$ cat config.mk
export PLATFORM = sky130hd
export DESIGN_NAME = ps2_keyboard_rx_flat
export DESIGN_NICKNAME = d
export VERILOG_FILES = /design/src/rtl/ps2_keyboard_rx_pkg.sv /design/src/rtl/ps2_keyboard_rx_if.sv /design/src/rtl/ps2_keyboard_rx_scancode_to_ascii.sv /design/src/rtl/ps2_keyboard_rx.sv /design/src/flat_wrapper.sv
export SDC_FILE = /design/constraint.sdc
export NUM_CORES = 1
export LEC_CHECK = 0
export CAP_MARGIN = 20
export CORE_MARGIN = 5
export CORE_UTILIZATION = 25
export CTS_CLUSTER_SIZE = 12
export DETAILED_ROUTE_END_ITERATION = 6
export RECOVER_POWER = 25
export SYNTH_ARGS = -nofsm -noshare
export SYNTH_HDL_FRONTEND = slang
export SYNTH_SLANG_ARGS = --single-unit
$ cat constraint.sdc
create_clock -name clk -period 4.25 [get_ports clk]
set_input_delay 1.275 -clock clk [delete_from_list [all_inputs] [get_ports clk]]
set_output_delay 1.275 -clock clk [all_outputs]
set_load 0.05 [all_outputs]
$ cat src/rtl/ps2_keyboard_rx_pkg.sv
// Shared definitions for the PS/2 keyboard receiver: FSM encoding, scan-code
// constants and small frame-check helpers.
package ps2_pkg;

  typedef enum logic [1:0] {
    ST_IDLE   = 2'd0,
    ST_DATA   = 2'd1,
    ST_PARITY = 2'd2,
    ST_STOP   = 2'd3
  } ps2_state_e;

  localparam logic [7:0] PS2_EXT    = 8'hE0;
  localparam logic [7:0] PS2_BRK    = 8'hF0;
  localparam logic [7:0] PS2_LSHIFT = 8'h12;
  localparam logic [7:0] PS2_RSHIFT = 8'h59;

  // Odd parity: the data bits plus the parity bit must hold an odd number of ones.
  function automatic logic odd_parity_ok(input logic [7:0] data, input logic parity);
    return ^{data, parity};
  endfunction

  function automatic logic is_shift_code(input logic [7:0] code);
    return (code == PS2_LSHIFT) || (code == PS2_RSHIFT);
  endfunction

endpackage

$ cat src/rtl/ps2_keyboard_rx_if.sv
// Character delivery bus from the PS/2 receiver to the keyboard register block.
interface ps2_keyboard_rx_if;
  logic [7:0] ascii;
  logic       ld_ascii;
  logic       frame_err;

  modport master (output ascii, output ld_ascii, output frame_err);
  modport slave  (input  ascii, input  ld_ascii, input  frame_err);
endinterface

$ cat src/rtl/ps2_keyboard_rx_scancode_to_ascii.sv
// Combinational Set-2 scan code to ASCII lookup; unmapped codes give 8'h00.
module ps2_scancode_to_ascii (
  input  logic       shift,
  input  logic [7:0] code,
  output logic [7:0] ascii
);

  logic [7:0] lower_s;
  logic [7:0] shifted_s;
  logic       is_letter_s;

  // Unshifted character for every mapped key.
  always_comb begin
    lower_s = 8'h00;
    case (code)
      8'h1C: lower_s = 8'h61;  8'h32: lower_s = 8'h62;  8'h21: lower_s = 8'h63;
      8'h23: lower_s = 8'h64;  8'h24: lower_s = 8'h65;  8'h2B: lower_s = 8'h66;
      8'h34: lower_s = 8'h67;  8'h33: lower_s = 8'h68;  8'h43: lower_s = 8'h69;
      8'h3B: lower_s = 8'h6A;  8'h42: lower_s = 8'h6B;  8'h4B: lower_s = 8'h6C;
      8'h3A: lower_s = 8'h6D;  8'h31: lower_s = 8'h6E;  8'h44: lower_s = 8'h6F;
      8'h4D: lower_s = 8'h70;  8'h15: lower_s = 8'h71;  8'h2D: lower_s = 8'h72;
      8'h1B: lower_s = 8'h73;  8'h2C: lower_s = 8'h74;  8'h3C: lower_s = 8'h75;
      8'h2A: lower_s = 8'h76;  8'h1D: lower_s = 8'h77;  8'h22: lower_s = 8'h78;
      8'h35: lower_s = 8'h79;  8'h1A: lower_s = 8'h7A;
      8'h16: lower_s = 8'h31;  8'h1E: lower_s = 8'h32;  8'h26: lower_s = 8'h33;
      8'h25: lower_s = 8'h34;  8'h2E: lower_s = 8'h35;  8'h36: lower_s = 8'h36;
      8'h3D: lower_s = 8'h37;  8'h3E: lower_s = 8'h38;  8'h46: lower_s = 8'h39;
      8'h45: lower_s = 8'h30;
      8'h29: lower_s = 8'h20;  8'h5A: lower_s = 8'h0D;  8'h66: lower_s = 8'h08;
      8'h0D: lower_s = 8'h09;
      default: lower_s = 8'h00;
    endcase
  end

  // Shifted digit row gives US symbols; other non-letters are shift-invariant.
  always_comb begin
    shifted_s = lower_s;
    case (code)
      8'h16: shifted_s = 8'h21;  8'h1E: shifted_s = 8'h40;  8'h26: shifted_s = 8'h23;
      8'h25: shifted_s = 8'h24;  8'h2E: shifted_s = 8'h25;  8'h36: shifted_s = 8'h5E;
      8'h3D: shifted_s = 8'h26;  8'h3E: shifted_s = 8'h2A;  8'h46: shifted_s = 8'h28;
      8'h45: shifted_s = 8'h29;
      default: shifted_s = lower_s;
    endcase
  end

  // Final selection; letters move to uppercase by clearing bit 5.
  always_comb begin
    is_letter_s = (lower_s >= 8'h61) && (lower_s <= 8'h7A);
    if (!shift) begin
      ascii = lower_s;
    end else if (is_letter_s) begin
      ascii = lower_s - 8'h20;
    end else begin
      ascii = shifted_s;
    end
  end

endmodule

$ cat src/rtl/ps2_keyboard_rx.sv
// PS/2 Set-2 keyboard receiver: conditions the pad signals, deframes 11-bit
// frames, tracks make/break/shift state and delivers ASCII with a load strobe.
module ps2_keyboard_rx
  import ps2_pkg::*;
#(
  parameter int SYNC_STAGES    = 2,
  parameter int FILTER_LEN     = 4,
  parameter int TIMEOUT_CYCLES = 50000
) (
  input  logic              clk,
  input  logic              reset,
  input  logic              ps2_clk,
  input  logic              ps2_data,
  ps2_keyboard_rx_if.master kbd
);

  localparam int FW = $clog2(FILTER_LEN + 1);
  localparam int TW = $clog2(TIMEOUT_CYCLES + 1);
  localparam logic [FW-1:0] FILT_LAST = FW'(FILTER_LEN - 1);
  localparam logic [TW-1:0] TMO_LAST  = TW'(TIMEOUT_CYCLES - 1);

  logic [SYNC_STAGES-1:0] clk_sync_r, data_sync_r;
  logic [FW-1:0]          filt_cnt_r;
  logic                   filt_r, filt_prev_r;
  logic                   clk_s, data_s, fall_s;

  ps2_state_e state_r, state_s;
  logic [2:0] bit_cnt_r, bit_cnt_s;
  logic [7:0] shreg_r, shreg_s;
  logic       parity_r, parity_s;
  logic [TW-1:0] tmo_cnt_r, tmo_cnt_s;
  logic       tmo_hit_s;
  logic       byte_valid_s, byte_valid_r;
  logic       err_s, frame_err_r;
  logic [7:0] byte_r;

  logic       shift_r, brk_r, ext_r;
  logic [7:0] ascii_r, lut_s;
  logic       ld_ascii_r;

  assign clk_s  = clk_sync_r[SYNC_STAGES-1];
  assign data_s = data_sync_r[SYNC_STAGES-1];
  assign fall_s = filt_prev_r & ~filt_r;

  // Pad synchronizers; idle bus level is high.
  always_ff @(posedge clk or posedge reset) begin
    if (reset) begin
      clk_sync_r  <= {SYNC_STAGES{1'b1}};
      data_sync_r <= {SYNC_STAGES{1'b1}};
    end else begin
      clk_sync_r  <= {clk_sync_r[SYNC_STAGES-2:0], ps2_clk};
      data_sync_r <= {data_sync_r[SYNC_STAGES-2:0], ps2_data};
    end
  end

  // Glitch filter: level follows only after FILTER_LEN consecutive differing samples.
  always_ff @(posedge clk or posedge reset) begin
    if (reset) begin
      filt_cnt_r  <= {FW{1'b0}};
      filt_r      <= 1'b1;
      filt_prev_r <= 1'b1;
    end else begin
      filt_prev_r <= filt_r;
      if (clk_s == filt_r) begin
        filt_cnt_r <= {FW{1'b0}};
      end else if (filt_cnt_r == FILT_LAST) begin
        filt_r     <= clk_s;
        filt_cnt_r <= {FW{1'b0}};
      end else begin
        filt_cnt_r <= filt_cnt_r + {{(FW-1){1'b0}}, 1'b1};
      end
    end
  end

  assign tmo_hit_s = (state_r != ST_IDLE) && (tmo_cnt_r == TMO_LAST) && !fall_s;

  // Frame FSM next state and datapath; a fall edge outranks the timeout.
  always_comb begin
    state_s      = state_r;
    bit_cnt_s    = bit_cnt_r;
    shreg_s      = shreg_r;
    parity_s     = parity_r;
    byte_valid_s = 1'b0;
    err_s        = 1'b0;
    if (tmo_hit_s) begin
      state_s = ST_IDLE;
      err_s   = 1'b1;
    end else if (fall_s) begin
      case (state_r)
        ST_IDLE: begin
          if (!data_s) begin
            state_s   = ST_DATA;
            bit_cnt_s = 3'd0;
          end else begin
            state_s = ST_IDLE;
          end
        end
        ST_DATA: begin
          shreg_s = {data_s, shreg_r[7:1]};
          if (bit_cnt_r == 3'd7) begin
            state_s = ST_PARITY;
          end else begin
            bit_cnt_s = bit_cnt_r + 3'd1;
          end
        end
        ST_PARITY: begin
          parity_s = data_s;
          state_s  = ST_STOP;
        end
        ST_STOP: begin
          if (data_s && odd_parity_ok(shreg_r, parity_r)) begin
            byte_valid_s = 1'b1;
          end else begin
            err_s = 1'b1;
          end
          state_s = ST_IDLE;
        end
        default: state_s = ST_IDLE;
      endcase
    end else begin
      state_s = state_r;
    end

    if (fall_s || (state_r == ST_IDLE)) begin
      tmo_cnt_s = {TW{1'b0}};
    end else if (tmo_cnt_r != TMO_LAST) begin
      tmo_cnt_s = tmo_cnt_r + {{(TW-1){1'b0}}, 1'b1};
    end else begin
      tmo_cnt_s = tmo_cnt_r;
    end
  end

  // Frame FSM registers.
  always_ff @(posedge clk or posedge reset) begin
    if (reset) begin
      state_r      <= ST_IDLE;
      bit_cnt_r    <= 3'd0;
      shreg_r      <= 8'h00;
      parity_r     <= 1'b0;
      tmo_cnt_r    <= {TW{1'b0}};
      byte_valid_r <= 1'b0;
      byte_r       <= 8'h00;
      frame_err_r  <= 1'b0;
    end else begin
      state_r      <= state_s;
      bit_cnt_r    <= bit_cnt_s;
      shreg_r      <= shreg_s;
      parity_r     <= parity_s;
      tmo_cnt_r    <= tmo_cnt_s;
      byte_valid_r <= byte_valid_s;
      frame_err_r  <= err_s;
      if (byte_valid_s) begin
        byte_r <= shreg_r;
      end else begin
        byte_r <= byte_r;
      end
    end
  end

  ps2_scancode_to_ascii u_lut (
    .shift (shift_r),
    .code  (byte_r),
    .ascii (lut_s)
  );

  // Make/break/extended tracking and character delivery.
  always_ff @(posedge clk or posedge reset) begin
    if (reset) begin
      shift_r    <= 1'b0;
      brk_r      <= 1'b0;
      ext_r      <= 1'b0;
      ascii_r    <= 8'h00;
      ld_ascii_r <= 1'b0;
    end else begin
      ld_ascii_r <= 1'b0;
      if (byte_valid_r) begin
        if (byte_r == PS2_EXT) begin
          ext_r <= 1'b1;
        end else if (byte_r == PS2_BRK) begin
          brk_r <= 1'b1;
        end else if (brk_r) begin
          if (is_shift_code(byte_r) && !ext_r) begin
            shift_r <= 1'b0;
          end
          brk_r <= 1'b0;
          ext_r <= 1'b0;
        end else if (is_shift_code(byte_r) && !ext_r) begin
          shift_r <= 1'b1;
        end else if (ext_r) begin
          ext_r <= 1'b0;
        end else if (lut_s != 8'h00) begin
          ascii_r    <= lut_s;
          ld_ascii_r <= 1'b1;
        end
      end
    end
  end

  assign kbd.ascii     = ascii_r;
  assign kbd.ld_ascii  = ld_ascii_r;
  assign kbd.frame_err = frame_err_r;

endmodule

$ cat src/flat_wrapper.sv
// flat-port wrapper written by rule: the top's interface ports become plain ports
module ps2_keyboard_rx_flat import ps2_pkg::*;
#(
  parameter int SYNC_STAGES    = 2,
  parameter int FILTER_LEN     = 4,
  parameter int TIMEOUT_CYCLES = 50000
)
  (clk, reset, ps2_clk, ps2_data, kbd_ascii, kbd_ld_ascii, kbd_frame_err);
  ps2_keyboard_rx_if kbd_i ();
  input  logic clk;
  input  logic reset;
  input  logic ps2_clk;
  input  logic ps2_data;
  output wire logic [$bits(kbd_i.ascii)-1:0] kbd_ascii;
  output wire logic [$bits(kbd_i.ld_ascii)-1:0] kbd_ld_ascii;
  output wire logic [$bits(kbd_i.frame_err)-1:0] kbd_frame_err;
  assign kbd_ascii = kbd_i.ascii;
  assign kbd_ld_ascii = kbd_i.ld_ascii;
  assign kbd_frame_err = kbd_i.frame_err;
  ps2_keyboard_rx #(.SYNC_STAGES(SYNC_STAGES), .FILTER_LEN(FILTER_LEN), .TIMEOUT_CYCLES(TIMEOUT_CYCLES)) u_core (.clk(clk), .reset(reset), .ps2_clk(ps2_clk), .ps2_data(ps2_data), .kbd(kbd_i));
endmodule
# --- Word-level counts from Yosys, hierarchy flattened ---
# Memory sizes are Yosys's and may differ from the RTL's.
# Cells that the tools add are included.
word_totals:
  regBits: 61
  mem_bits_ro: 896
  inputBits: 4
  output_inout_bits: 10
  elab_cells: 125
  memories: 1
memory_table:
  columns: ["name", "depth", "word_bits", "rd", "rd_ports_with_merged_regs", "wr", "line", "rtl"]
  rows:
  - ["(no name shown)", 128, 7, 1, 0, 0, "ps2_keyboard_rx_scancode_to_ascii.sv:15", "case (code)"]
classes:
  addsub: 4
  n_lt_le_gt_ge: 2
  eq_ne: 27
  n_mux: 39
  n_bitwise: 9
  n_reduce_logical: 25
ops:
  columns: ["operator", "n"]
  rows:
  - ["$pmux W8 S10", 1]
  - ["$eq A8 B6 Y1 const B", 6]
  - ["$mux W16", 2]
  - ["$eq A8 B5 Y1 const B", 3]
  - ["$eq A8 B7 Y1 const B", 3]
  - ["$mux W1", 24]
  - ["$mux W8", 3]
  - ["$add A16 B1 Y16 const B", 1]
  - ["$eq A16 B16 Y1 const B", 1]
  - ["$eq A8 B8 Y1 const B", 2]
  - ["$ne A16 B16 Y1 const B", 1]
  - ["$mux W3", 4]
  - ["$reduce_and A3 Y1", 3]
  - ["$reduce_xor A9 Y1", 1]
  - ["$ge A8 B7 Y1 const B", 1]
  - ["$le A8 B7 Y1 const B", 1]
  - ["$not A1 Y1", 8]
  - ["$pmux W2 S4", 1]
  - ["$reduce_bool A2 Y1", 4]
  - ["$reduce_bool A8 Y1", 1]
  - ["$sub A8 B6 Y8 const B", 1]
  - ["$reduce_and A7 Y1", 1]
  - ["$add A3 B1 Y3 const B", 2]
  - ["$mux W2", 3]
  - ["17 further kinds", 28]

# --- Longest topological paths before layout ---
# Gate-level depths: netlist of the first run.
# An unclocked memory read counts as a cell.
logic_depth:
  word_depth: 14
  depth_mapped: 16
  ltp_nobuf: 14

# --- Modules after synthesis ---
# A second synthesis of the first run with hierarchy kept.
hier_totals:
  hier_cells: 416
  area_unflattened_um2: 3916.3
modules_own_cells:
  columns: ["module", "instances", "cells_each", "area_per_inst_um2", "seq_area_each_um2"]
  rows:
  - ["ps2_keyboard_rx", 1, 227, 2730.1, 1534.0]
  - ["ps2_scancode_to_ascii", 1, 189, 1186.1, 0.0]

# --- Least setup slack after synthesis of the first run ---
# Ideal clock, no wire load.
synth_path:
  kind: "register to register"
  from: "register u_core.byte_r[1]"
  to: "register u_core.ascii_r[1], in the netlist u_core.kbd.ascii[1]"
  arrival_time_ns: 3.501
  slack_ns: 0.619
  stages_incl_launch_ff: 16
  path_buffers: 2
  period_less_slack_ns: 3.631
  path_cell_list: "dfrtp_1 > clkbuf_1 > inv_1 > ha_1 > clkbuf_1 > and2_1 > o31ai_1 > o22ai_1 > or2_2 > inv_1 > ha_1 > or3_1 > mux2_4 > a31o_1 > a21oi_4 > o31ai_1"
synth_via:
  elab_chain_len: 8
  elab_cells_between_ends: 30
  cone_classes: "1 x add/sub; 2 x order compare; 14 x eq/ne; 4 x mux; 3 x bitwise; 5 x reduce/logical; 1 x memory"
synth_rtl:
  columns: ["element", "line", "rtl"]
  rows:
  - ["start, declared", "ps2_keyboard_rx.sv:35", "logic [7:0] byte_r;"]
  - ["start signal, assigned", "ps2_keyboard_rx.sv:153", "byte_r <= shreg_r;"]
  - ["start signal, assigned", "ps2_keyboard_rx.sv:155", "byte_r <= byte_r;"]
  - ["$mem_v2 Z128 W7", null, null]
  - ["$mux W8", "ps2_keyboard_rx_scancode_to_ascii.sv:15", null]
  - ["$ge A8 B7 Y1 or $le A8 B7 Y1 (tied branches)", "ps2_keyboard_rx_scancode_to_ascii.sv:49", "is_letter_s = (lower_s >= 8'h61) && (lower_s <= 8'h7A);"]
  - ["$logic_and A1 B1 Y1", "ps2_keyboard_rx_scancode_to_ascii.sv:49", null]
  - ["$mux W8", "ps2_keyboard_rx_scancode_to_ascii.sv:52", "end else if (is_letter_s) begin"]
  - ["$mux W8", "ps2_keyboard_rx_scancode_to_ascii.sv:50", "if (!shift) begin"]
  - ["$reduce_bool A8 Y1", "ps2_keyboard_rx.sv:191", "end else if (lut_s != 8'h00) begin"]
  - ["$reduce_and A7 Y1 (no source line)", null, null]
  - ["end signal, assigned", "ps2_keyboard_rx.sv:192", "ascii_r <= lut_s;"]
  - ["end, declared", "ps2_keyboard_rx.sv:38", "logic [7:0] ascii_r, lut_s;"]
# Several ways; a longest one is shown, not always the timed one.
# A chain may end at the register's enable or synchronous reset.

# --- Worst setup path in the final report of the first run ---
layout_path:
  from: "register u_core.byte_r[1]"
  to: "register u_core.ascii_r[0], in the netlist u_core.kbd.ascii[0]"
# Same word-level chain as after synthesis.

==> summary.md, run 1 <==
| Metric | Value |
|---|---|
| Syn-to-layout area delta | `16.8%` |
| WP data arrival | `4.11 ns` |
| Leak | `1.96 nW` |
| Post_cts resized | `0` |
| CP required | `4.44 ns` |
| Hold Buf Count CTS | `0` |
| Slew @ Worst Pin | `2.23 ns` |
| Routability Congestion | `0.970` |
| Worst clock skew | `0.00668 ns` |
| Placed Cells | `685` |
| Unrepaired setup endpoints after global routing | `false` |
| H-tree Lvls | `3` |
| GRT Util Overall | `10.1%` |
| Clock share of power | `31.2%` |
| Cells after Synth | `463` |
| Vias/cell | `5.06` |
| Max Fclk | `255 MHz` |
| Slew Limit Fails | `44` |
| Clk_lat worst skew | `0.32 ns` |
| Final wirelength | `10000 µm` |
| Most frequent cells in the layout | `dfrtp_1, nor2_1, nand2_1` |
| Sinks on Clock Net | `61` |
| Routed Antenna Nets | `0` |
| Core area | `16600 µm²` |
| Highest metal used | `met4` |
| Post-CTS Setup Inserts | `0` |
| Fin crit share | `92.1%` |
| Synth cell types | `73` |
| Detailed placer's ending HPWL | `7160 µm` |
| # rows | `47` |
| Root Driver | `clkbuf_16` |
| Pint | `1.50 mW` |
| Share of synthesized flip-flops with an asynchronous set or reset | `100%` |
| Type of the most critical hold path | `register to register` |
| First-pass GRT wire length | `16700 µm` |
| Vias | `3550` |
| Cell area after synthesis | `4220 µm²` |
| CTS tree | `yes` |
| Setup_tns | `0 ns` |
| CP Class | `register to register` |
| Critical path peak fanout | `15` |
| Number of synthesized flops with an enable pin | `0` |
| Net Switching | `0.820 mW` |
| Crit-path slowest cell | `dfrtp_1` |
| DRT iter0 DRCs | `147` |
| Routed metal-1 wirelength | `4540 µm` |
| Ys flop type | `dfrtp_1` |
| Clock Tree Buf Depth | `2` |
| Met3 WL post-DR | `427 µm` |
| Pin count of the biggest net entering global routing | `48` |
| Finish-stage setup viols | `0` |
| DR pass1 iterations | `4` |
| Total CTS buffers | `9` |
| Drt wl/cell | `14.3 µm` |
| Post-Layout Cell Count | `702` |
| Initial antenna violation count | `0` |
| Worst Setup End Kind | `register` |
| Fill cell count | `1767` |
| Die Wd | `140 µm` |
| Final hold vios | `0` |
| Slew headroom | `-48.6%` |
| Commonest non-fill, non-tap cell in the layout | `dfrtp_1` |
| Mapped Avg Cell Area | `9.11 µm²` |
| Register area | `1530 µm²` |
| Die area | `19600 µm²` |
| Synth Register Bits | `61` |
| Port Buf Inserts | `13` |
| CP Launch Type | `register` |
| Worst VDD drop | `373 µV` |
| IO Pins | `14` |
| DRC viols | `0` |
| CP cell instances | `inv_1, ha_1, and2_1, o31ai_1, o22ai_1, or2_2, inv_1, ha_1, or3_1, mux2_4, a31o_1, a21oi_4, o31ai_1` |
| Clk slew on worst S/H paths | `0.06 ns` |
| GR Overflow Total | `0` |
| Fin nets | `497` |
| Status | `finished, violations left` |
| Worst R2R Path Depth | `13` |
| Failing checks | `max-capacitance violations, max-slew violations` |
| Period minus WS final | `3.91 ns` |
| Area of the multi-input gates | `2480 µm²` |
| Critical Path Max Stage Delay | `0.55 ns` |
| Logic gate share of total power | `33.7%` |
| Inserted Diodes | `0` |
| Met2 Wirelength | `4810 µm` |
| Yosys warns | `0` |
| Sw Ratio | `35.3%` |
| Synthesized Nets | `483` |
| Flop pwr share | `35.1%` |
| Pwr/cell area | `471 nW/µm²` |
| Max_cap viols | `1` |
| Worst hold path cell count | `0` |
| Die extent in y | `140 µm` |
| Register area share after synthesis | `36.4%` |
| Layout cells sized above 1 | `14.9%` |
| Number of global-route vias before repair | `3431` |
| Initial core utilization | `25.4%` |
metrics by stage:
| stage | hold WS (ns) | cell area [µm²] | util, % | setup WS [ns] | total power, mW |
|---|---|---|---|---|---|
| 6_report | 0.351 | 4920 | 29.7 | 0.335 | 2.32 |
| 5_1_grt | 0.359 | 4920 | 29.7 | 0.0789 | 2.47 |
| 4_1_cts | 0.356 | 4920 | 29.7 | 0.365 | 2.35 |
| 3_5_place_dp | 0.347 | 4620 | 27.9 | 0.377 | 1.61 |
| 3_3_place_gp | 0.346 | 4620 | 27.9 | 0.545 | 1.59 |
| 2_1_floorplan | 0.345 | 4220 | - | 0.619 | 1.42 |
metal layers:
metal	global-route usage, %	up-vias
met1	13.2	1719
li1	-	1719
met3	2.35	22
met5	0	-
met2	16.2	90
met4	4.03	0
cell usage after synthesis, types with 7 or more instances:
master    instances  share of area, %
dfrtp_1          55                33
nor2_1           36               3.2
nand2_1          33               2.9
inv_1            24               2.1
mux2_2           20               5.3
a21oi_1          18               2.1
nand3_1          17               2.0
ha_1             16               4.7
xnor2_1          14               2.9
o21ai_0          13               1.5
clkbuf_1         11              0.98
o211ai_1         10               1.8
o31ai_1          10               1.8
xor2_1           10               2.1
buf_2             9               1.1
nand4_1           9               1.3
nor2b_1           9               1.3
nor3_1            9               1.1
and3_1            8               1.2
nand2b_1          8               1.2
a211oi_1          7               1.2
a31oi_1           7               1.0
and2_1            7               1.0
cells by family after synthesis:
kind of cell,Yosys count,share of synthesized area [%]
adders and majority gates,16,4.75
DFF,61,36.4
buffers and inverters,49,4.89
muxes,27,7.15
xor gates and xnor gates,24,4.98
and+or+nand+nor,177,23.0
AOI/OAI and AO/OA,109,18.8
power by group through the flow:
| stage | clock network (mW) | logic, mW | registers [mW] |
|---|---|---|---|
| 3_5_place_dp | 0 | 0.783 | 0.826 |
| 5_1_grt | 0.774 | 0.862 | 0.833 |
| 3_3_place_gp | 0 | 0.768 | 0.821 |
| 6_report | 0.724 | 0.782 | 0.815 |
| 4_1_cts | 0.749 | 0.789 | 0.816 |
| 2_1_floorplan | 0 | 0.604 | 0.813 |
registers in the layout, summed over array words and instances, names as in the netlist:
| signal | cells |
|---|---|
| u_core.tmo_cnt_r | 16 |
| u_core.data_sync_r | 2 |
| u_core.parity_r | 1 |
| u_core.shift_r | 1 |
| u_core.ext_r | 1 |
| u_core.byte_r | 8 |
| u_core.shreg_r | 8 |
| u_core.byte_valid_r | 1 |
| u_core.kbd.ascii | 8 |
| u_core.kbd.frame_err | 1 |
| u_core.filt_prev_r | 1 |
| u_core.filt_r | 1 |
| u_core.brk_r | 1 |
| u_core.bit_cnt_r | 3 |
| u_core.filt_cnt_r | 3 |
| u_core.state_r | 2 |
| u_core.clk_sync_r | 2 |
| u_core.kbd.ld_ascii | 1 |
worst paths after layout:
check,from,to,slack [ns]
setup / recovery,u_core.byte_r[1]$_DFFE_PP0P_,u_core.kbd.ascii[0]$_DFFE_PP0P_,0.34
hold / removal,u_core.clk_sync_r[0]$_DFF_PP1_,u_core.clk_sync_r[1]$_DFF_PP1_,0.35
setup reg to reg,u_core.byte_r[1]$_DFFE_PP0P_,u_core.kbd.ascii[0]$_DFFE_PP0P_,0.34
hold reg to reg,u_core.clk_sync_r[0]$_DFF_PP1_,u_core.clk_sync_r[1]$_DFF_PP1_,0.35
max in group asynchronous,reset,u_core.tmo_cnt_r[7]$_DFFE_PP0P_,0.63
min in group asynchronous,reset,u_core.state_r[1]$_DFFE_PP0P_,1.28
worst max-delay path, delay by kind of cell, from the launching register on:
family,cells,cell delay (ns)
buffers and inverters,2,0.24
AOI/OAI and AO/OA,5,1.09
muxes,1,0.26
and+or+nand+nor,3,0.98
adders and majority gates,2,0.66
DFF,1,0.55
layout make-up:
type	instances	area share, %
multi-input combinational	353	50.3
inverter	25	1.91
timing repair buffer	27	4.95
sequential	61	31.1
clock inverter	7	1.52
tap	220	5.59
clock buffer	9	4.57
Power figures use the tool's default switching activity.
==> inputs of run 2 (changes only) <==
==> constraint.sdc (replaced) <==
create_clock -name clk -period 3.3 [get_ports clk]
set_input_delay 0.99 -clock clk [delete_from_list [all_inputs] [get_ports clk]]
set_output_delay 0.99 -clock clk [all_outputs]
set_load 0.05 [all_outputs]
==> run 2 against run 1 <==
  * The flow now finishes without violations
  * Combinational power rose by 50%
  * Total power rose by 34%
  * Wire length rose by 6.1%
  * Via count rose by 5.0%
  * Flip-flop and latch count did not move
  * Utilization rose by 3.0 points
  * Sequential power rose by 26%
  * Die area did not move
  * Worst hold slack improved by 0.0043 ns
  * First-iteration DRC count rose by 9.5%
  * Fmax rose by 21%
  * Design area rose by 10%
  * Largest cell class unchanged
==> summary.md, run 2 (same netlist as run 1, synthesis figures left out) <==
| Metric | Value |
|---|---|
| Final instance area | `5430 µm²` |
| Pint | `2.04 mW` |
| # rows | `47` |
| DRT iter0 DRCs | `161` |
| Slew Limit Fails | `0` |
| Die extent in y | `140 µm` |
| Routed Antenna Nets | `0` |
| Max_cap viols | `0` |
| Pin count of the biggest net entering global routing | `41` |
| Met2 GRT Util | `18.0%` |
| Flop pwr share | `33.2%` |
| Pre-CTS setup slack | `-0.0799 ns` |
| Initial core utilization | `25.4%` |
| Inserted Diodes | `0` |
| Slew headroom | `35.3%` |
| Worst clock skew | `0.00593 ns` |
| Sw Ratio | `34.2%` |
| Most frequent cells in the layout | `dfrtp_1, buf_4, nor2_1` |
| Clock Tree Buf Depth | `2` |
| Number of global-route vias before repair | `3758` |
| Type of the most critical hold path | `register to register` |
| H-tree Lvls | `3` |
| M1 GR Usage | `14.4%` |
| Port Buf Inserts | `13` |
| Vias/cell | `5.03` |
| Initial antenna violation count | `0` |
| Worst Setup End Kind | `register` |
| Worst VDD drop | `579 µV` |
| DR pass1 iterations | `4` |
| Met3 Usage GRT | `2.25%` |
| Max Fclk | `308 MHz` |
| Syn-to-layout area delta | `28.7%` |
| Clk_lat worst skew | `0.32 ns` |
| DRC viols | `0` |
| Setup_tns | `0 ns` |
| Final hold vios | `0` |
| Die area | `19600 µm²` |
| Leak | `2.19 nW` |
| Hold Buf Count CTS | `0` |
| CP Launch Type | `register` |
| CP required | `3.49 ns` |
| Total CTS buffers | `9` |
| Status | `completed` |
| Vias | `3729` |
| Final WS setup | `0.0568 ns` |
| First-pass GRT wire length | `18200 µm` |
| Layout cells sized above 1 | `26.3%` |
| Final wirelength | `10600 µm` |
| WP data arrival | `3.44 ns` |
| Die Wd | `140 µm` |
| Slew @ Worst Pin | `0.969 ns` |
| Total Power | `3.10 mW` |
| CTS tree | `yes` |
| Detailed placer's ending HPWL | `7910 µm` |
| CP Class | `register to register` |
| Max reg flops | `16` |
| Pwr/cell area | `572 nW/µm²` |
| Fin nets | `536` |
| Drt wl/cell | `14.4 µm` |
| Finish-stage setup viols | `0` |
| Hold WS | `0.356 ns` |
| Core area | `16600 µm²` |
| Critical path peak fanout | `9` |
| Root Driver | `clkbuf_16` |
| GR Overflow Total | `0` |
| Period minus WS final | `3.24 ns` |
| Net Switching | `1.06 mW` |
| Largest register by flop count | `u_core.tmo_cnt_r` |
| Dpl cell area | `4970 µm²` |
| Clk slew on worst S/H paths | `0.05 ns` |
| IO Pins | `14` |
| Sinks on Clock Net | `61` |
| Routability Congestion | `0.969` |
| Clock share of power | `29.2%` |
| Commonest non-fill, non-tap cell in the layout | `dfrtp_1` |
| Fin crit share | `98.3%` |
| Logic gate share of total power | `37.6%` |
| GRT Util Overall | `11.0%` |
| Most Used Layer, Global Route | `met2` |
[run 2: timing repair]
action	in CTS	in global routing
buffers inserted	0	2
endpoints found under the setup margin	7	9
resized for setup	3	34
pin swaps	1	7
[run 2: per-stage QoR]
step | utilization (%) | instances
6_report | 32.7 | 741
5_1_grt | 32.7 | 741
4_1_cts | 31.8 | 739
3_5_place_dp | 30.0 | 723
3_3_place_gp | 30.0 | 723
2_1_floorplan | - | 463
[run 2: path summary, 6_finish.rpt]
| path | start | end | slack [ns] | depth (start not counted) |
|---|---|---|---|---|
| min in group asynchronous | reset | u_core.kbd.frame_err$_DFF_PP0_ | 1.33 | 2 |
| min reg2reg | u_core.data_sync_r[0]$_DFF_PP1_ | u_core.data_sync_r[1]$_DFF_PP1_ | 0.36 | 0 |
| min | u_core.data_sync_r[0]$_DFF_PP1_ | u_core.data_sync_r[1]$_DFF_PP1_ | 0.36 | 0 |
| max in group asynchronous | reset | u_core.kbd.ascii[4]$_DFFE_PP0P_ | 1.26 | 3 |
| max reg2reg | u_core.byte_r[0]$_DFFE_PP0P_ | u_core.kbd.ascii[7]$_DFFE_PP0P_ | 0.06 | 12 |
| max | u_core.byte_r[0]$_DFFE_PP0P_ | u_core.kbd.ascii[7]$_DFFE_PP0P_ | 0.06 | 12 |
[run 2: power groups by stage]
stage / clock, mW / sequential, mW / combinational (mW)
2_1_floorplan: 0 / 1.05 / 0.780
5_1_grt: 0.980 / 1.06 / 1.29
6_report: 0.905 / 1.03 / 1.17
3_5_place_dp: 0 / 1.04 / 1.12
4_1_cts: 0.937 / 1.03 / 1.14
3_3_place_gp: 0 / 1.03 / 1.09
[run 2: critical path: stages, from the launching register on]
cell and delay (ns):
dfrtp_1 0.42, buf_4 0.18, ha_4 0.19, buf_4 0.17, mux2_2 0.27, a211oi_2 0.22
or4_4 0.17, o211ai_1 0.12, or3_4 0.45, mux2_4 0.32, a31o_4 0.25, a21oi_4 0.24
o31ai_1 0.11
[run 2: layer usage]
metal / vias to the layer above / wire, µm
met3: 19 / 400
met1: 1831 / 4780
met4: 0 / 183
met2: 83 / 5270
li1: 1796 / -
met5: - / 0
[run 2: cell type report]
type                    count  area (µm²)
inverters                  25        96.3
clock buffers              14         254
flip-flops and latches     61        1540
clock inverters             2        35.0
repair buffers             66         574
well taps                 220         275
fillers                  1740       11200
multi-input cells         353        2660
==> inputs of run 3 (changes only) <==
--- a/config.mk
+++ b/config.mk
@@ -6,10 +6,13 @@
 export NUM_CORES = 1
 export LEC_CHECK = 0
 export CAP_MARGIN = 20
+export CELL_PAD_IN_SITES_DETAIL_PLACEMENT = 1
+export CELL_PAD_IN_SITES_GLOBAL_PLACEMENT = 1
 export CORE_MARGIN = 5
 export CORE_UTILIZATION = 25
 export CTS_CLUSTER_SIZE = 12
 export DETAILED_ROUTE_END_ITERATION = 6
+export PLACE_DENSITY_LB_ADDON = 0.1
 export RECOVER_POWER = 25
 export SYNTH_ARGS = -nofsm -noshare
 export SYNTH_HDL_FRONTEND = slang
==> run 3 against run 2 <==
  * The flow now finishes with violations (max-capacitance violations, max-slew violations)
  * Total power increased by 4.5%
  * Critical path depth increased by 1
  * Flip-flop and latch count unchanged
  * Design area increased by 6.5%
  * Utilization increased by 2.1 points
  * First-iteration DRC count decreased by 0.62%
  * Die area unchanged
  * Setup slack got worse by 0.028 ns
  * Combinational power increased by 10%
  * Critical path type unchanged
  * Largest power group unchanged
==> summary.md, run 3 (same netlist as run 1, synthesis figures left out) <==
| Metric | Value |
|---|---|
| Fin crit share | `99.1%` |
| Most frequent cells in the layout | `buf_4, dfrtp_1, nor2_1` |
| Slew @ Worst Pin | `1.53 ns` |
| Slew Limit Fails | `62` |
| IO Pins | `14` |
| DR pass1 iterations | `4` |
| GRT Util Overall | `13.8%` |
| Syn-to-layout area delta | `37.1%` |
| Worst R2R Path Depth | `13` |
| Worst clock skew | `0.00938 ns` |
| Clk_lat worst skew | `0.33 ns` |
| CP delay by family, top | `compound AO/OA/AOI/OAI gates` |
| Reg-to-reg startpoint | `u_core.byte_r[0]$_DFFE_PP0P_` |
| First-pass GRT wire length | `22000 µm` |
| Unrepaired setup endpoints after global routing | `true` |
| Worst Setup End Kind | `register` |
| Worst hold endpoint | `u_core.data_sync_r[1]$_DFF_PP1_` |
| Port Buf Inserts | `13` |
| CP required | `3.55 ns` |
| Reg2reg setup slack | `0.03 ns` |
| DRC viols | `0` |
| Max_cap viols | `1` |
| Critical Path Max Stage Delay | `0.45 ns` |
| Sinks on Clock Net | `61` |
| Layout cells sized above 1 | `33.3%` |
| GR Overflow Total | `0` |
| Core area | `16600 µm²` |
| Final hold vios | `0` |
| Hold_sp | `u_core.data_sync_r[0]$_DFF_PP1_` |
| Final wirelength | `13400 µm` |
| Detailed placer's ending HPWL | `10300 µm` |
| Failing checks | `max-capacitance violations, max-slew violations` |
| Setup_tns | `0 ns` |
| Max Fclk | `306 MHz` |
| Total CTS buffers | `9` |
| Total Power | `3.24 mW` |
| Period minus WS final | `3.27 ns` |
| R2R Path End | `u_core.kbd.ascii[6]$_DFFE_PP0P_` |
| Hold WS | `0.355 ns` |
| Crit-path slowest cell | `dfrtp_2` |
| Number of global-route vias before repair | `4058` |
| Drt wl/cell | `17.2 µm` |
| Largest register by flop count | `u_core.tmo_cnt_r` |
| Register area | `1540 µm²` |
| Slew headroom | `-2.29%` |
| Initial core utilization | `25.4%` |
| CP Class | `register to register` |
| Inserted Diodes | `0` |
| # rows | `47` |
| Routability Congestion | `0.899` |
| H-tree Lvls | `3` |
| Root Driver | `clkbuf_16` |
| Pin count of the biggest net entering global routing | `62` |
| CP Launch Type | `register` |
| Vias/cell | `4.97` |
| Die extent in y | `140 µm` |
| Max reg flops | `16` |
| Commonest non-fill, non-tap cell in the layout | `buf_4` |
| Die area | `19600 µm²` |
| Type of the most critical hold path | `register to register` |
| Clock Tree Buf Depth | `2` |
| Worst hold path cell count | `0` |
| Leak | `2.36 nW` |
| DRT iter0 DRCs | `160` |
| Initial antenna violation count | `0` |
| Vias | `3860` |
| Critical path peak fanout | `7` |
| Most common cell on crit path | `ha_4` |
| CP cell instances | `buf_6, ha_4, and2_4, o31ai_4, o22ai_2, or2_4, inv_4, ha_4, or3_4, mux2_4, a31o_4, a21oi_4, o21bai_1` |
| CTS tree | `yes` |
| Finish-stage setup viols | `0` |
| Die Wd | `140 µm` |
| Pwr/cell area | `561 nW/µm²` |
| Hold Buf Count CTS | `0` |
| Status | `finished, violations left` |
| WP data arrival | `3.52 ns` |
| Fin nets | `571` |
| CP Buf/Inv Count | `2` |
| Routed Antenna Nets | `0` |
| Clk slew on worst S/H paths | `0.05 ns` |
| Area of the multi-input gates | `2730 µm²` |
| Worst VDD drop | `278 µV` |
| Fill cell count | `1910` |
run 3: report_power, final:
group | switching (mW) | internal, mW
registers | 0.135 | 0.897
logic | 0.681 | 0.608
clock network | 0.340 | 0.582
run 3: layout make-up:
type,count,area share (%)
Tap cell,220,4.76
Clock buffer,10,3.96
Multi-Input combinational cell,353,47.2
Inverter,25,1.75
Timing Repair Buffer,101,14.6
Sequential cell,61,26.6
Clock inverter,6,1.13
run 3: worst max path at each step:
stage | from | end | cells past startpoint
final | u_core.byte_r[0]$_DFFE_PP0P_ | u_core.kbd.ascii[6]$_DFFE_PP0P_ | 13
after global routing | u_core.byte_r[0]$_DFFE_PP0P_ | u_core.kbd.ascii[6]$_DFFE_PP0P_ | 13
after CTS | u_core.byte_r[0]$_DFFE_PP0P_ | u_core.kbd.ascii[3]$_DFFE_PP0P_ | 12
after detailed placement | u_core.byte_r[1]$_DFFE_PP0P_ | u_core.kbd.ld_ascii$_DFF_PP0_ | 12
after global placement | u_core.byte_r[1]$_DFFE_PP0P_ | u_core.kbd.ascii[0]$_DFFE_PP0P_ | 12
after floorplan | u_core.byte_r[1]$_DFFE_PP0P_ | u_core.kbd.ascii[1]$_DFFE_PP0P_ | 15
run 3: what timing repair did:
action	4_1_cts	5_1_grt
setup buffers	0	7
gates resized for setup	7	47
setup endpoints to repair	8	9
pin swaps	3	26
run 3: per-layer routing:
metal | global-route usage [%] | routed length, µm | up-vias | share of wire [%]
met4 | 3.98 | 203 | 0 | 1.5
met3 | 2.22 | 283 | 14 | 2.1
met5 | 0 | 0 | - | 0
met1 | 18.2 | 6210 | 1929 | 46
li1 | - | - | 1876 | -
met2 | 23.5 | 6680 | 41 | 50
run 3: worst register-to-register path, stage by stage, from the launching register on:
cell      delay, ns
dfrtp_2        0.45
buf_6          0.15
ha_4           0.18
and2_4         0.17
o31ai_4        0.27
o22ai_2        0.13
or2_4          0.28
inv_4          0.06
ha_4           0.19
or3_4          0.36
mux2_4         0.27
a31o_4         0.24
a21oi_4        0.28
o21bai_1       0.16
run 3: through the flow:
step,cells,util [%],setup WS (ns),area (µm²)
final,776,34.9,0.0293,5780
after global routing,776,34.9,-0.0641,5780
after CTS,769,33.4,0.00208,5540
after detailed placement,753,31.4,-0.117,5210
after global placement,753,31.4,-0.107,5210
after floorplan,463,-,0.00655,4260
==> patch 1 (flow settings as in run 2) <==
`FILTER_LEN` is set to 4 in 2 places; all go to 16.
--- a/src/rtl/ps2_keyboard_rx.sv
+++ b/src/rtl/ps2_keyboard_rx.sv
@@ -4,7 +4,7 @@
   import ps2_pkg::*;
 #(
   parameter int SYNC_STAGES    = 2,
-  parameter int FILTER_LEN     = 4,
+  parameter int FILTER_LEN     = 16,
   parameter int TIMEOUT_CYCLES = 50000
 ) (
   input  logic              clk,
--- a/src/flat_wrapper.sv
+++ b/src/flat_wrapper.sv
@@ -2,7 +2,7 @@
 module ps2_keyboard_rx_flat import ps2_pkg::*;
 #(
   parameter int SYNC_STAGES    = 2,
-  parameter int FILTER_LEN     = 4,
+  parameter int FILTER_LEN     = 16,
   parameter int TIMEOUT_CYCLES = 50000
 )
   (clk, reset, ps2_clk, ps2_data, kbd_ascii, kbd_ld_ascii, kbd_frame_err);
Check against the original RTL: same outputs for any inputs over 10 cycles, from zero or initial values and one cycle with reset high; that may be too few to reach the edited logic, so the function may still have changed.
==> patch 1 against run 2 <==
Cell area down 9.2%; sequential cell count up 2; global-route usage down 0.87 points; largest cell class unchanged; maximum frequency up 3.9%; utilization down 2.7 points; worst setup slack better by 0.12 ns; worst hold slack better by 0.0078 ns; highest routed layer unchanged; area after synthesis down 2.0%; sequential share of layout area up 3.8 points; routed wire length down 9.1%.
Power is not compared: it rests on default switching activity, and its combinational part moved more than twofold at a synthesized area within 25%.
==> patch 1: results (changes against run 2) <==
The flow ran to the end, and the final reports show no timing, DRC or antenna violations. The multi-input combinational area share came to 47.2% (-1.7 points). The number of logic inverters in the finished layout is 20 (-20%). The sequential fraction of the synthesis area is 38.3% (+2.0 points). The final cell count without fillers is 699 (-5.7%). The instance area after placement is 4630 um^2 (-6.9%).

The count of clock-net buffers in the final layout came out at 11 (-3). Yosys attributes the largest share of cell area to sky130_fd_sc_hd__dfrtp_1 (35%), sky130_fd_sc_hd__ha_1 (4.8%), sky130_fd_sc_hd__nand2_1 (4.4%), sky130_fd_sc_hd__dfstp_2 (3.8%), sky130_fd_sc_hd__mux2_2 (3.3%). The mean number of vias per cell came out at 4.89 (-2.8%).

The worst-case hold slack came to 0.363 ns (+0.00783 ns). The number of cells upsized or downsized after cts is 0 (-3). The area of the mapped netlist is 4130 um^2 (-2.0%). The clock latency of the later-clocked register in the worst-skew pair was 0.34 ns (+0.02 ns). The average cell area after synthesis is 9.24 um^2 (+1.5%). The total number of nets in the final design is 494 (-7.8%). The weighted congestion reported at the end of routability-driven placement was 0.893 (-7.8%). The worst reg-to-reg setup slack is 0.18 ns (+0.12 ns).

The count of multi-input combinational gates came out at 339 (-4.0%). The length of routed met3 wiring is 447 um (+12%). The worst clock skew on the final layout was 0.00995 ns (+0.00402 ns). The commonest cells after synthesis are sky130_fd_sc_hd__dfrtp_1 (57), sky130_fd_sc_hd__nand2_1 (48), sky130_fd_sc_hd__nor2_1 (34). The number of nets in the synthesized netlist came to 467 (-3.3%). The met2 track utilization from global routing came out at 18.3% (+0.37 points). The clock period minus final worst setup slack is 3.12 ns (-0.122 ns). The post-synthesis share of cell area spent on xor and xnor gates came out at 4.66% (-0.32 points).

Following the worst setup path forward leads to its endpoint at u_core.kbd.ascii[5]. The count of clock tree sinks is 63 (+3.3%). The data-path buffer share of cell area in the final layout was 7.41% (-3.2 points).

The adder and majority gate portion of the synthesized area is 4.85% (+0.099 points).
## patch 1: cell count changes after synthesis, sizes merged, moves of 4 or more
cell | before | now
nand2 | 33 | 48
o21ai | 14 | 25
o211ai | 10 | 4
o31ai | 10 | 4
a211oi | 8 | 3
a22o | 0 | 5
inv | 25 | 20
and4 | 4 | 0
buf | 13 | 17
mux2 | 22 | 18
nand3 | 17 | 13
## patch 1: cells by family after synthesis
| family | after synthesis |
|---|---|
| AO/OA/AOI/OAI | 100 |
| XOR/XNOR | 22 |
| multiplexers | 25 |
| flip-flops | 63 |
| AND/OR/NAND/NOR | 176 |
| adder cells (fa/ha/maj) | 16 |
| buffers and inverters | 45 |
## patch 1: power by group
group / internal (mW) / switching [mW]
Sequential: 0.781 / 0.00455
Combinational: 0.00952 / 0.0214
Clock: 0.604 / 0.345
Total: 1.40 / 0.371
==> patch 2 (flow settings as in run 2) <==
Made on the original files. Register the input `ps2_data` before use. The logic sees it one clock later. The other inputs are not delayed to match.
--- a/src/rtl/ps2_keyboard_rx.sv
+++ b/src/rtl/ps2_keyboard_rx.sv
@@ -19,6 +19,12 @@
   localparam logic [FW-1:0] FILT_LAST = FW'(FILTER_LEN - 1);
   localparam logic [TW-1:0] TMO_LAST  = TW'(TIMEOUT_CYCLES - 1);
 
+  logic ps2_data_q;
+
+  always_ff @(posedge clk) begin
+    ps2_data_q <= ps2_data;
+  end
+
   logic [SYNC_STAGES-1:0] clk_sync_r, data_sync_r;
   logic [FW-1:0]          filt_cnt_r;
   logic                   filt_r, filt_prev_r;
@@ -49,7 +55,7 @@
       data_sync_r <= {SYNC_STAGES{1'b1}};
     end else begin
       clk_sync_r  <= {clk_sync_r[SYNC_STAGES-2:0], ps2_clk};
-      data_sync_r <= {data_sync_r[SYNC_STAGES-2:0], ps2_data};
+      data_sync_r <= {data_sync_r[SYNC_STAGES-2:0], ps2_data_q};
     end
   end
 
Formal check against the unedited RTL: same outputs for any inputs over 10 cycles, from zero or initial values and one cycle with reset high; that may be too few to reach the edited logic, so the function may still have changed.
==> patch 2 against run 2 <==
Final cell count grew 0.54%; clock skew grew 0.0048 ns; routed wire length grew 0.64%; first-iteration DRC count grew 39%; total power shrank 2.3%; count of clock-buffer cells in the layout shrank 2; cell area shrank 1.0%; worst setup slack gained 0.021 ns; via count grew 0.13%; area after synthesis grew 0.47%; sequential cell count grew 1.
==> patch 2: results (changes against run 2) <==
The cell-internal power came out at 1.95 mW (-4.5%). The buffer depth of the longest clock path is 2 (unchanged). The power dissipated by switching net loads came out at 1.08 mW (+1.9%). The total number of nets in the final design is 540 (+0.75%). The number of nets in the synthesized netlist was 484 (+0.21%).

The fraction of final layout cells with drive strength greater than 1 was 25.5% (-0.77 points). The count of cell types in the netlist came out at 74 (+1.4%). The worst relative slew slack came to 24.4% (-11 points).

The number of flip-flops under the largest register name came out at 16 (unchanged). The post-CTS clock slew at the launch and capture registers of the worst setup and hold paths came out at approximately 0.06 ns. The post-detailed-route count of antenna-violating nets is 0 (unchanged). The mean number of vias per cell came out at 5.01 (-0.40%).

The clock root buffer is sky130_fd_sc_hd__clkbuf_16. The maximum vdd ir drop was 0.000441 V (-24%). The peak fanout along the critical path came to 11 (+2).

The global-route usage over all layers was 11.0% (+0.014 points). The quantity of I/O buffers inserted on ports was 13 (unchanged). The sequential fraction of the synthesis area came out at 36.7% (+0.30 points). The number of violations reported at the end of detailed-routing iteration 0 came to 223 (+39%). The fraction of registers with async set or reset after synthesis was 98.4% (-1.6 points). The warning count from the yosys run is 0 (unchanged). The sequential cell fraction of total power is 35.1% (+1.9 points). The predominant post-synthesis flop cell is sky130_fd_sc_hd__dfrtp_1. By area the synthesized netlist is led by sky130_fd_sc_hd__dfrtp_1 (32%), sky130_fd_sc_hd__mux2_2 (5.3%), sky130_fd_sc_hd__ha_1 (4.7%), sky130_fd_sc_hd__dfstp_2 (3.7%), sky130_fd_sc_hd__nor2_1 (3.2%). The overall power is 3.03 mW (-2.3%). The leakage power came out at 2.19 nW (-0.22%). The number of diodes added for antenna fixing was 0 (unchanged). The CTS buffer count is 9 (unchanged). The data arrival time of the worst path came out at 3.42 ns (-0.02 ns). More flip-flops sit in one register than any other, and that register is u_core.tmo_cnt_r. The clock latency of the later-clocked register in the worst-skew pair came out at 0.33 ns. The worst clock skew on the final layout came to 0.0107 ns (+0.00478 ns).

The clock power share is 28.1% (-1.1 points). The global-route wire length before repair came to 18300 um (+0.41%). The kind of path behind the tightest hold check is flip-flop to flip-flop. The total detailed-routing wirelength was 10700 um (+0.64%).

The weighted congestion reported at the end of routability-driven placement is 0.959 (-1.1%). The flow ran to the end, and the final reports show no timing, DRC or antenna violations. The post-detailed-placement half-perimeter wirelength is 7780 um (-1.7%). The via count of the first global-routing pass came out at 3697 (-1.6%). Sorting the synthesized cells by how often they occur yields sky130_fd_sc_hd__dfrtp_1 (55), sky130_fd_sc_hd__nor2_1 (36), sky130_fd_sc_hd__nand2_1 (33).

The H-tree depth came out at 3 (unchanged). The instance area after placement came out at 4990 um^2 (+0.30%). The placement-stage worst setup slack was 0.00346 ns (+0.0834 ns). The pin count of the biggest net entering global routing is 41 (unchanged). The detailed-routing iteration count for the pre-antenna-repair pass came out at 4 (unchanged). The initial antenna violation count came out at 0 (unchanged).
[patch 2: cell count changes after synthesis, sizes merged]
cell | run 2 | this run
dfxtp | 0 | 1
[patch 2: layout make-up]
class / instances / area [um^2]
clock inverters: 4 / 22.5
fillers: 1736 / 11200
clock buffers: 12 / 246
repair buffers: 69 / 588
multi-input cells: 353 / 2590
flip-flops and latches: 62 / 1560
well taps: 220 / 275
inverters: 25 / 96.3
[patch 2: per-layer routing]
layer	up-vias	global-route usage, %	share of wire (%)
li1	1807	-	-
met1	1813	14.4	44
met2	102	18.8	50
met3	12	2.08	5.3
met4	0	2.65	1.0
met5	-	0	0
[patch 2: final timing paths]
| kind | start | to | slack, ns | cells past startpoint |
|---|---|---|---|---|
| max | u_core.byte_r[0] | u_core.kbd.ascii[5] | 0.08 | 12 |
| min | u_core.ps2_data_q | u_core.data_sync_r[0] | 0.29 | 0 |
| max reg2reg | u_core.byte_r[0] | u_core.kbd.ascii[5] | 0.08 | 12 |
| min reg2reg | u_core.ps2_data_q | u_core.data_sync_r[0] | 0.29 | 0 |
| max in group asynchronous | reset | u_core.byte_r[1] | 1.14 | 2 |
| min in group asynchronous | reset | u_core.shreg_r[6] | 1.41 | 2 |
[patch 2: through the flow]
stage | std cells | hold WS, ns
after detailed placement | 725 | 0.290
after CTS | 743 | 0.298
after global placement | 725 | 0.286
after global routing | 745 | 0.306
after floorplan | 464 | 0.284
final | 745 | 0.294
[patch 2: cell families (layout without fill, tap and decap cells)]
group / Yosys count / in the layout / share of synthesized area (%)
xor+xnor: 24 / 24 / 4.96
simple gates: 177 / 177 / 22.9
compound gates: 109 / 109 / 18.7
flops: 62 / 62 / 36.7
mux: 27 / 27 / 7.12
buf+inv: 49 / 110 / 4.87
fa+ha+maj: 16 / 16 / 4.72
[patch 2: what timing repair did]
action | CTS | global route
buffers inserted | 2 | 2
setup endpoints to repair | 7 | 9
resized for setup | 1 | 23
pin swaps | 0 | 5
hold endpoints to repair | 0 | 0
[patch 2: worst max-delay path: stages, from the launching register on]
cell and delay, ns:
sky130_fd_sc_hd__dfrtp_1 0.41, sky130_fd_sc_hd__buf_4 0.18, sky130_fd_sc_hd__ha_4 0.17, sky130_fd_sc_hd__buf_4 0.18, sky130_fd_sc_hd__mux2_2 0.27, sky130_fd_sc_hd__a211oi_1 0.25
sky130_fd_sc_hd__or4_1 0.22, sky130_fd_sc_hd__o211ai_1 0.13, sky130_fd_sc_hd__or3_4 0.40, sky130_fd_sc_hd__mux2_4 0.32, sky130_fd_sc_hd__a31o_4 0.25, sky130_fd_sc_hd__a31oi_1 0.20
sky130_fd_sc_hd__o22ai_1 0.12
